[src/rtl/pkt_rx_check_pkg.sv]
// Shared definitions for the receive-side packet checker: header field layout,
// error codes, descriptor format, FSM encoding and the payload-beat helper.
package pkt_rx_pkg;

    localparam int DA_LSB   = 0;
    localparam int DA_W     = 4;
    localparam int PRIO_LSB = 4;
    localparam int PRIO_W   = 3;
    localparam int LEN_LSB  = 7;
    localparam int LEN_W    = 10;
    localparam int EXP_W    = 11;
    localparam int DESC_W   = 19;

    typedef enum logic [1:0] {
        ERR_OK    = 2'd0,
        ERR_SHORT = 2'd1,
        ERR_LONG  = 2'd2,
        ERR_FRAME = 2'd3
    } err_e;

    typedef enum logic [1:0] {
        ST_IDLE    = 2'd0,
        ST_PAYLOAD = 2'd1,
        ST_LONG    = 2'd2
    } state_e;

    typedef struct packed {
        err_e              err;
        logic [LEN_W-1:0]  len;
        logic [PRIO_W-1:0] prior;
        logic [DA_W-1:0]   da;
    } desc_t;

    // Payload bytes rounded up to whole beats; shift is log2 of bytes per beat.
    function automatic logic [EXP_W-1:0] calc_exp(input logic [LEN_W-1:0] len,
                                                  input int unsigned shift);
        logic [31:0] sum;
        sum = 32'(len) + ((32'd1 << shift) - 32'd1);
        return EXP_W'(sum >> shift);
    endfunction

endpackage

[src/rtl/pkt_rx_check_if.sv]
// Beat stream from the generator plus the descriptor handshake toward the cache
// write path; master is the driving side, slave is the checker.
interface pkt_rx_check_if
    import pkt_rx_pkg::*;
#(
    parameter int DW = 32
);
    logic              i_sop;
    logic              i_vld;
    logic [DW-1:0]     i_data;
    logic              i_eop;
    logic [DESC_W-1:0] o_desc;
    logic              o_desc_vld;
    logic              i_desc_rdy;

    modport master (
        output i_sop, i_vld, i_data, i_eop, i_desc_rdy,
        input  o_desc, o_desc_vld
    );

    modport slave (
        input  i_sop, i_vld, i_data, i_eop, i_desc_rdy,
        output o_desc, o_desc_vld
    );
endinterface

[src/rtl/pkt_rx_check_fifo.sv]
// Synchronous descriptor FIFO with same-cycle push/pop; a push into a full FIFO
// without a matching pop is dropped and flagged one cycle later on ovf.
module pkt_desc_fifo #(
    parameter int WIDTH = 19,
    parameter int DEPTH = 4
) (
    input  logic             clk,
    input  logic             rst,
    input  logic             push,
    input  logic [WIDTH-1:0] push_data,
    input  logic             pop,
    output logic [WIDTH-1:0] pop_data,
    output logic             full,
    output logic             empty,
    output logic             ovf
);
    localparam int AW = $clog2(DEPTH);
    localparam logic [AW:0] FULL_CNT = DEPTH[AW:0];

    logic [AW-1:0]    wr_ptr_q, wr_ptr_d;
    logic [AW-1:0]    rd_ptr_q, rd_ptr_d;
    logic [AW:0]      count_q, count_d;
    logic [WIDTH-1:0] mem_q [DEPTH];
    logic [WIDTH-1:0] mem_d [DEPTH];
    logic             ovf_q, ovf_d;
    logic             do_push, do_pop;

    assign full     = (count_q == FULL_CNT);
    assign empty    = (count_q == '0);
    assign pop_data = mem_q[rd_ptr_q];
    assign ovf      = ovf_q;

    // A pop frees the slot the concurrent push lands in, so full+pop still accepts.
    always_comb begin
        do_pop   = pop & ~empty;
        do_push  = push & (~full | do_pop);
        mem_d    = mem_q;
        wr_ptr_d = wr_ptr_q;
        rd_ptr_d = rd_ptr_q;
        count_d  = count_q;
        ovf_d    = push & full & ~do_pop;
        if (do_push) begin
            mem_d[wr_ptr_q] = push_data;
            wr_ptr_d        = wr_ptr_q + 1'b1;
        end
        if (do_pop) begin
            rd_ptr_d = rd_ptr_q + 1'b1;
        end
        case ({do_push, do_pop})
            2'b10:   count_d = count_q + 1'b1;
            2'b01:   count_d = count_q - 1'b1;
            default: count_d = count_q;
        endcase
    end

    always_ff @(posedge clk or posedge rst) begin
        if (rst) begin
            wr_ptr_q <= '0;
            rd_ptr_q <= '0;
            count_q  <= '0;
            ovf_q    <= 1'b0;
            for (int i = 0; i < DEPTH; i++) begin
                mem_q[i] <= '0;
            end
        end else begin
            wr_ptr_q <= wr_ptr_d;
            rd_ptr_q <= rd_ptr_d;
            count_q  <= count_d;
            ovf_q    <= ovf_d;
            mem_q    <= mem_d;
        end
    end

endmodule

[src/rtl/pkt_rx_check.sv]
// Receive packet checker: header parse, payload beat count, framing classification
// and descriptor queueing. Define PKT_RX_CHECK_STATS_EN to add packet/error counters.
module pkt_rx_check
    import pkt_rx_pkg::*;
#(
    parameter int DW         = 32,
    parameter int DESC_DEPTH = 4
) (
    input  logic          clk,
    input  logic          rst,
    pkt_rx_check_if.slave bus,
    output logic          o_ovf,
    output logic          o_busy
`ifdef PKT_RX_CHECK_STATS_EN
    ,
    output logic [15:0]   o_pkt_cnt,
    output logic [15:0]   o_err_cnt
`endif
);
    localparam int unsigned BEAT_SHIFT = $clog2(DW / 8);

    state_e            state_q, state_d;
    logic [EXP_W-1:0]  cnt_q, cnt_d, cnt_inc;
    logic [EXP_W-1:0]  exp_q, exp_d;
    logic [LEN_W-1:0]  len_q, len_d;
    logic [PRIO_W-1:0] prior_q, prior_d;
    logic [DA_W-1:0]   da_q, da_d;
    desc_t             pend_q, pend_d;
    logic              pend_vld_q, pend_vld_d;

    logic [DA_W-1:0]   hdr_da;
    logic [PRIO_W-1:0] hdr_prior;
    logic [LEN_W-1:0]  hdr_len;
    logic [EXP_W-1:0]  hdr_exp;
    logic              start_hdr;
    logic              fin_a_vld, fin_b_vld;
    desc_t             fin_a, fin_b;
    logic              push, pop;
    desc_t             push_desc;
    logic              fifo_full, fifo_empty;
    logic              unused_data;

    assign hdr_da      = bus.i_data[DA_LSB +: DA_W];
    assign hdr_prior   = bus.i_data[PRIO_LSB +: PRIO_W];
    assign hdr_len     = bus.i_data[LEN_LSB +: LEN_W];
    assign hdr_exp     = calc_exp(hdr_len, BEAT_SHIFT);
    assign unused_data = ^bus.i_data[DW-1:LEN_LSB+LEN_W];

    // fin_a closes the packet in flight, fin_b is a new header that also carries eop.
    always_comb begin
        state_d   = state_q;
        cnt_d     = cnt_q;
        exp_d     = exp_q;
        len_d     = len_q;
        prior_d   = prior_q;
        da_d      = da_q;
        start_hdr = 1'b0;
        cnt_inc   = cnt_q + 1'b1;
        fin_a_vld = 1'b0;
        fin_a     = '0;
        fin_a.len   = len_q;
        fin_a.prior = prior_q;
        fin_a.da    = da_q;
        fin_b_vld = 1'b0;
        fin_b     = '0;
        fin_b.len   = hdr_len;
        fin_b.prior = hdr_prior;
        fin_b.da    = hdr_da;
        fin_b.err   = (hdr_exp != '0) ? ERR_SHORT : ERR_OK;

        if (bus.i_vld) begin
            case (state_q)
                ST_IDLE: begin
                    start_hdr = bus.i_sop;
                end
                ST_PAYLOAD: begin
                    if (bus.i_sop) begin
                        fin_a_vld = 1'b1;
                        fin_a.err = ERR_FRAME;
                        start_hdr = 1'b1;
                    end else if (bus.i_eop) begin
                        fin_a_vld = 1'b1;
                        fin_a.err = (cnt_inc == exp_q) ? ERR_OK : ERR_SHORT;
                        state_d   = ST_IDLE;
                    end else begin
                        cnt_d = cnt_inc;
                        if (cnt_inc == exp_q) begin
                            state_d = ST_LONG;
                        end
                    end
                end
                ST_LONG: begin
                    if (bus.i_sop) begin
                        fin_a_vld = 1'b1;
                        fin_a.err = ERR_FRAME;
                        start_hdr = 1'b1;
                    end else if (bus.i_eop) begin
                        fin_a_vld = 1'b1;
                        fin_a.err = ERR_LONG;
                        state_d   = ST_IDLE;
                    end
                end
                default: state_d = ST_IDLE;
            endcase
        end

        if (start_hdr) begin
            if (bus.i_eop) begin
                fin_b_vld = 1'b1;
                state_d   = ST_IDLE;
            end else begin
                len_d   = hdr_len;
                prior_d = hdr_prior;
                da_d    = hdr_da;
                exp_d   = hdr_exp;
                cnt_d   = '0;
                state_d = (hdr_exp == '0) ? ST_LONG : ST_PAYLOAD;
            end
        end
    end

    // A second finish waits one cycle in pend_q. The pend slot can only be busy while
    // the FSM is idle, so it never has to hold more than one descriptor.
    always_comb begin
        push       = 1'b0;
        push_desc  = '0;
        pend_vld_d = 1'b0;
        pend_d     = pend_q;
        if (pend_vld_q) begin
            push      = 1'b1;
            push_desc = pend_q;
            if (fin_a_vld) begin
                pend_vld_d = 1'b1;
                pend_d     = fin_a;
            end else if (fin_b_vld) begin
                pend_vld_d = 1'b1;
                pend_d     = fin_b;
            end
        end else if (fin_a_vld) begin
            push      = 1'b1;
            push_desc = fin_a;
            if (fin_b_vld) begin
                pend_vld_d = 1'b1;
                pend_d     = fin_b;
            end
        end else if (fin_b_vld) begin
            push      = 1'b1;
            push_desc = fin_b;
        end
    end

    always_ff @(posedge clk or posedge rst) begin
        if (rst) begin
            state_q    <= ST_IDLE;
            cnt_q      <= '0;
            exp_q      <= '0;
            len_q      <= '0;
            prior_q    <= '0;
            da_q       <= '0;
            pend_q     <= '0;
            pend_vld_q <= 1'b0;
        end else begin
            state_q    <= state_d;
            cnt_q      <= cnt_d;
            exp_q      <= exp_d;
            len_q      <= len_d;
            prior_q    <= prior_d;
            da_q       <= da_d;
            pend_q     <= pend_d;
            pend_vld_q <= pend_vld_d;
        end
    end

    assign pop            = ~fifo_empty & bus.i_desc_rdy;
    assign bus.o_desc_vld = ~fifo_empty;
    assign o_busy         = (state_q != ST_IDLE);

    pkt_desc_fifo #(
        .WIDTH (DESC_W),
        .DEPTH (DESC_DEPTH)
    ) u_fifo (
        .clk       (clk),
        .rst       (rst),
        .push      (push),
        .push_data (push_desc),
        .pop       (pop),
        .pop_data  (bus.o_desc),
        .full      (fifo_full),
        .empty     (fifo_empty),
        .ovf       (o_ovf)
    );

`ifdef PKT_RX_CHECK_STATS_EN
    logic        push_ok;
    logic [15:0] pkt_cnt_q, pkt_cnt_d;
    logic [15:0] err_cnt_q, err_cnt_d;

    assign push_ok = push & (~fifo_full | pop);

    // Only descriptors that actually enter the FIFO are counted; counters saturate.
    always_comb begin
        pkt_cnt_d = pkt_cnt_q;
        err_cnt_d = err_cnt_q;
        if (push_ok) begin
            if (pkt_cnt_q != 16'hFFFF) begin
                pkt_cnt_d = pkt_cnt_q + 16'd1;
            end
            if (push_desc.err != ERR_OK && err_cnt_q != 16'hFFFF) begin
                err_cnt_d = err_cnt_q + 16'd1;
            end
        end
    end

    always_ff @(posedge clk or posedge rst) begin
        if (rst) begin
            pkt_cnt_q <= '0;
            err_cnt_q <= '0;
        end else begin
            pkt_cnt_q <= pkt_cnt_d;
            err_cnt_q <= err_cnt_d;
        end
    end

    assign o_pkt_cnt = pkt_cnt_q;
    assign o_err_cnt = err_cnt_q;
`else
    logic unused_full;
    assign unused_full = fifo_full;
`endif

endmodule

[src/flat_wrapper.sv]
// flat-port wrapper written by rule: the top's interface ports become plain ports
module pkt_rx_check_flat import pkt_rx_pkg::*;
#(
    parameter int DW         = 32,
    parameter int DESC_DEPTH = 4
)
  (clk, rst, o_ovf, o_busy, bus_i_sop, bus_i_vld, bus_i_data, bus_i_eop, bus_i_desc_rdy, bus_o_desc, bus_o_desc_vld);
  pkt_rx_check_if #(.DW(DW)) bus_i ();
  input  logic clk;
  input  logic rst;
  output logic o_ovf;
  output logic o_busy;
  input wire logic [$bits(bus_i.i_sop)-1:0] bus_i_sop;
  input wire logic [$bits(bus_i.i_vld)-1:0] bus_i_vld;
  input wire logic [$bits(bus_i.i_data)-1:0] bus_i_data;
  input wire logic [$bits(bus_i.i_eop)-1:0] bus_i_eop;
  input wire logic [$bits(bus_i.i_desc_rdy)-1:0] bus_i_desc_rdy;
  output wire logic [$bits(bus_i.o_desc)-1:0] bus_o_desc;
  output wire logic [$bits(bus_i.o_desc_vld)-1:0] bus_o_desc_vld;
  assign bus_i.i_sop = bus_i_sop;
  assign bus_i.i_vld = bus_i_vld;
  assign bus_i.i_data = bus_i_data;
  assign bus_i.i_eop = bus_i_eop;
  assign bus_i.i_desc_rdy = bus_i_desc_rdy;
  assign bus_o_desc = bus_i.o_desc;
  assign bus_o_desc_vld = bus_i.o_desc_vld;
  pkt_rx_check #(.DW(DW), .DESC_DEPTH(DESC_DEPTH)) u_core (.clk(clk), .rst(rst), .bus(bus_i), .o_ovf(o_ovf), .o_busy(o_busy));
endmodule
[config.mk]
export PLATFORM = sky130hd
export DESIGN_NAME = pkt_rx_check_flat
export DESIGN_NICKNAME = d
export VERILOG_FILES = /design/src/rtl/pkt_rx_check_pkg.sv /design/src/rtl/pkt_rx_check_if.sv /design/src/rtl/pkt_rx_check_fifo.sv /design/src/rtl/pkt_rx_check.sv /design/src/flat_wrapper.sv
export SDC_FILE = /design/constraint.sdc
export NUM_CORES = 1
export LEC_CHECK = 0
export CORE_ASPECT_RATIO = 1.5
export CORE_MARGIN = 3
export CORE_UTILIZATION = 40
export CTS_BUF_LIST = sky130_fd_sc_hd__clkbuf_4 sky130_fd_sc_hd__clkbuf_8
export DETAILED_ROUTE_END_ITERATION = 10
export PLACE_DENSITY = 0.67
export SETUP_SLACK_MARGIN = 0.4
export SYNTH_ARGS = -nofsm -noshare
export SYNTH_HDL_FRONTEND = slang
export SYNTH_HIERARCHICAL = 1
export SYNTH_SLANG_ARGS = --single-unit
export TNS_END_PERCENT = 100
[constraint.sdc]
create_clock -name clk -period 5.96 [get_ports clk]
set_clock_uncertainty 0.15 [all_clocks]
set_input_delay 1.192 -clock clk [delete_from_list [all_inputs] [get_ports clk]]
set_output_delay 1.192 -clock clk [all_outputs]
set_load 0.01 [all_outputs]
==> summary.txt <==
Yosys
  – Mapped Nets: 679
  – Syn_area_per_cell: 11.3 um2
  – Synthesis warning total: 6
  – Cell Area, Synth: 7110 um2
  – Synth Instances: 630

Power and ir drop
  – LEAKAGE: 3.66 nW
  – Logic pwr share: 34.3%
  – Sequential power share: 43.3%
  – Clock power frac: 22.3%
  – Pint: 0.00244 W
  – Power per cell area: 445 nW/um2
  – Switching part of the total power: 32.6%
  – P_sw: 0.00118 W
  – Maximum VDD drop: 0.312 mV

Cells and area
  – Layout area overhead: 14.5%
  – Layout Nets: 720
  – Final Instance Area: 8140 um2
  – Ant diodes: 0
  – Filler cell count: 1597
  – Layout cell share with drive strength beyond 1: 22.8%

Worst setup path
  – Cells on worst reg2reg path: 8
  – CP Buf/Inv Count: 2
  – Crit-path max cell delay: 0.79 ns
  – WS Path Type: flip-flop to output port
  – Delay-heaviest family, CP: buffers and inverters
  – CP arrival: 2.67 ns
  – Crit end category: output port
  – Type of element launching the critical path: flip-flop
  – Critical path's slowest cell: dfrtp_1
  – CP Depth: 3
  – CP Max Fanout: 12
  – Critical-path cell list: buf_4 > mux4_2 > clkdlybuf4s50_1
  – CP Data Required Time: 4.62 ns

Timing
  – Relative slew slack: 19.2%
  – Fmax: 249 MHz
  – Final period utilization: 67.3%
  – Endpoints failing setup: 0
  – Setup TNS: 0 ns
  – Measured slew at the worst slew-check pin: 1.21 ns
  – Unrepaired setup endpoints after global routing: false
  – Pins Over Slew Limit: 0
  – Final-report hold violation count: 0
  – Min Tclk post-route: 4.01 ns

Global route
  – Largest net degree at the start of global routing: 69
  – Global-route wire length before repair: 27200 um
  – Vias in the first global route: 5330
  – Initial antenna violation count: 0
  – Remaining Overflow, GRT: 0
  – GRT Util Overall: 17.8%

Floorplan
  – I/O Pins: 60
  – Die area: 19400 um2
  – Core ar.: 17400 um2
  – Rows: 59
  – Initial Util: 40.8%
  – Die Wd: 115 um
  – Die extent in y: 169 um

Routing
  – Antenna-violating nets left: 0
  – Routed vias: 4963
  – Remaining DRCs: 0
  – Iteration-0 DRC Markers: 374
  – Avg WL per Cell: 18.2 um
  – Post-DR vias/cell: 5.53
  – WL final: 16300 um
  – Number of detailed-route iterations in the first pass: 4

Placement
  – DP Wirelength: 11300 um
  – Placed cell areas: 7720 um2
  – Port Buf Inserts: 44
  – GPL Wtd Cong: 0.866

CTS
  – Clock tree buffer depth: 2
  – CTS tree: done
  – Total CTS buffers: 17
  – H-tree depth: 4
  – Sinks on the clock net: 143
  – Clock Latency Late Sink: 0.44 ns
  – Post-CTS setup buffer count: 0
  – Hold-fix buffers, CTS: 0
  – Post-CTS Resized: 0
  – Root buf cell: clkbuf_8
  – Clk pin slew, worst setup/hold paths: 0.07 ns

Min path
  – Worst hold stages: 2
  – HP Class: flip-flop to flip-flop

Run
  – Max Cap Viol: 0

Run status
  – Status: finished, final reports clean
power groups by stage:
| stage | Combinational, W | Clock, W | Sequential [W] |
|---|---|---|---|
| after CTS | 0.00126 | 0.000833 | 0.00157 |
| after floorplan | 0.000917 | 0 | 0.00147 |
| after detailed placement | 0.00125 | 0 | 0.00159 |
| final | 0.00124 | 0.000809 | 0.00157 |
| after global routing | 0.00136 | 0.000879 | 0.00162 |
| after global placement | 0.00120 | 0 | 0.00155 |
per-stage QoR:
step / hold slack (ns) / setup slack [ns] / util [%] / cells / total power [W]
floorplan: 0.296 / 2.45 / - / 630 / 0.00239
global placement: 0.309 / 1.74 / 44.3 / 865 / 0.00275
finish: 0.334 / 1.95 / 46.7 / 897 / 0.00362
CTS: 0.331 / 1.85 / 46.7 / 897 / 0.00366
detailed placement: 0.313 / 1.70 / 44.3 / 865 / 0.00284
global route: 0.359 / 1.78 / 46.7 / 897 / 0.00386
final timing paths:
path | endpoint | slack [ns] | start
max | bus_o_desc[3] | 1.95 | u_core/u_fifo/rd_ptr_q[0]
min in group asynchronous | u_core/u_fifo/mem_q[32] | 0.90 | rst
max reg2reg | u_core/u_fifo/mem_q[21] | 2.81 | u_core/state_q[1]
min | u_core/da_q[3] | 0.33 | u_core/da_q[3]
max in group asynchronous | u_core/u_fifo/mem_q[59] | 3.64 | rst
min reg2reg | u_core/da_q[3] | 0.33 | u_core/da_q[3]
area by class of cell:
type,instances,area [um2],area share (%)
timing repair buffer,51,493,6.06
inverter,17,65.1,0.799
multi-input combinational,441,3310,40.7
tap,213,267,3.27
clock inverter,9,133,1.63
sequential,143,3580,44.0
clock buffer,23,292,3.58
per-layer routing:
metal,GRT usage (%),share of wire (%),up-vias,routed length (um)
li1,-,-,2299,-
met1,21.2,40,2529,6600
met2,31.0,54,109,8750
met3,4.32,3.9,26,629
met4,6.59,2.0,0,324
met5,0,0,-,0
state kept, by name (all words and copies together), names as in the netlist, 3 cells and up:
register / flops
u_core/len_q: 10
u_core/da_q: 4
u_core/exp_q: 9
u_core/prior_q: 3
u_core/pend_q: 19
u_core/cnt_q: 11
u_core/u_fifo/mem_q: 76
u_core/u_fifo/count_q: 3
layout by cell type (no fill, tap or decap), types with 3 or more instances in the layout:
cell type and count:
bufinv_16 3, inv_1 14, nand2_1 92, nor4_1 4, and3_1 12, mux2_2 79
clkbuf_4 4, a21oi_1 17, clkbuf_8 19, xnor2_1 18, nor3_1 5, nand2b_1 4
nor2_2 6, dfrtp_1 143, clkdlybuf4s50_1 44, a22oi_1 6, o21ai_0 34, clkinv_2 3
o31ai_1 3, nand3_1 11, nor2_1 49, mux4_2 19, nand4_1 3, buf_4 7
ha_1 10, xor2_1 15, o22ai_1 18
worst min-delay path: stages, from the launching register on:
cell,delay (ns)
dfrtp_1,0.35
nand2_1,0.05
nand2_1,0.06
Power figures use the tool's default switching activity.
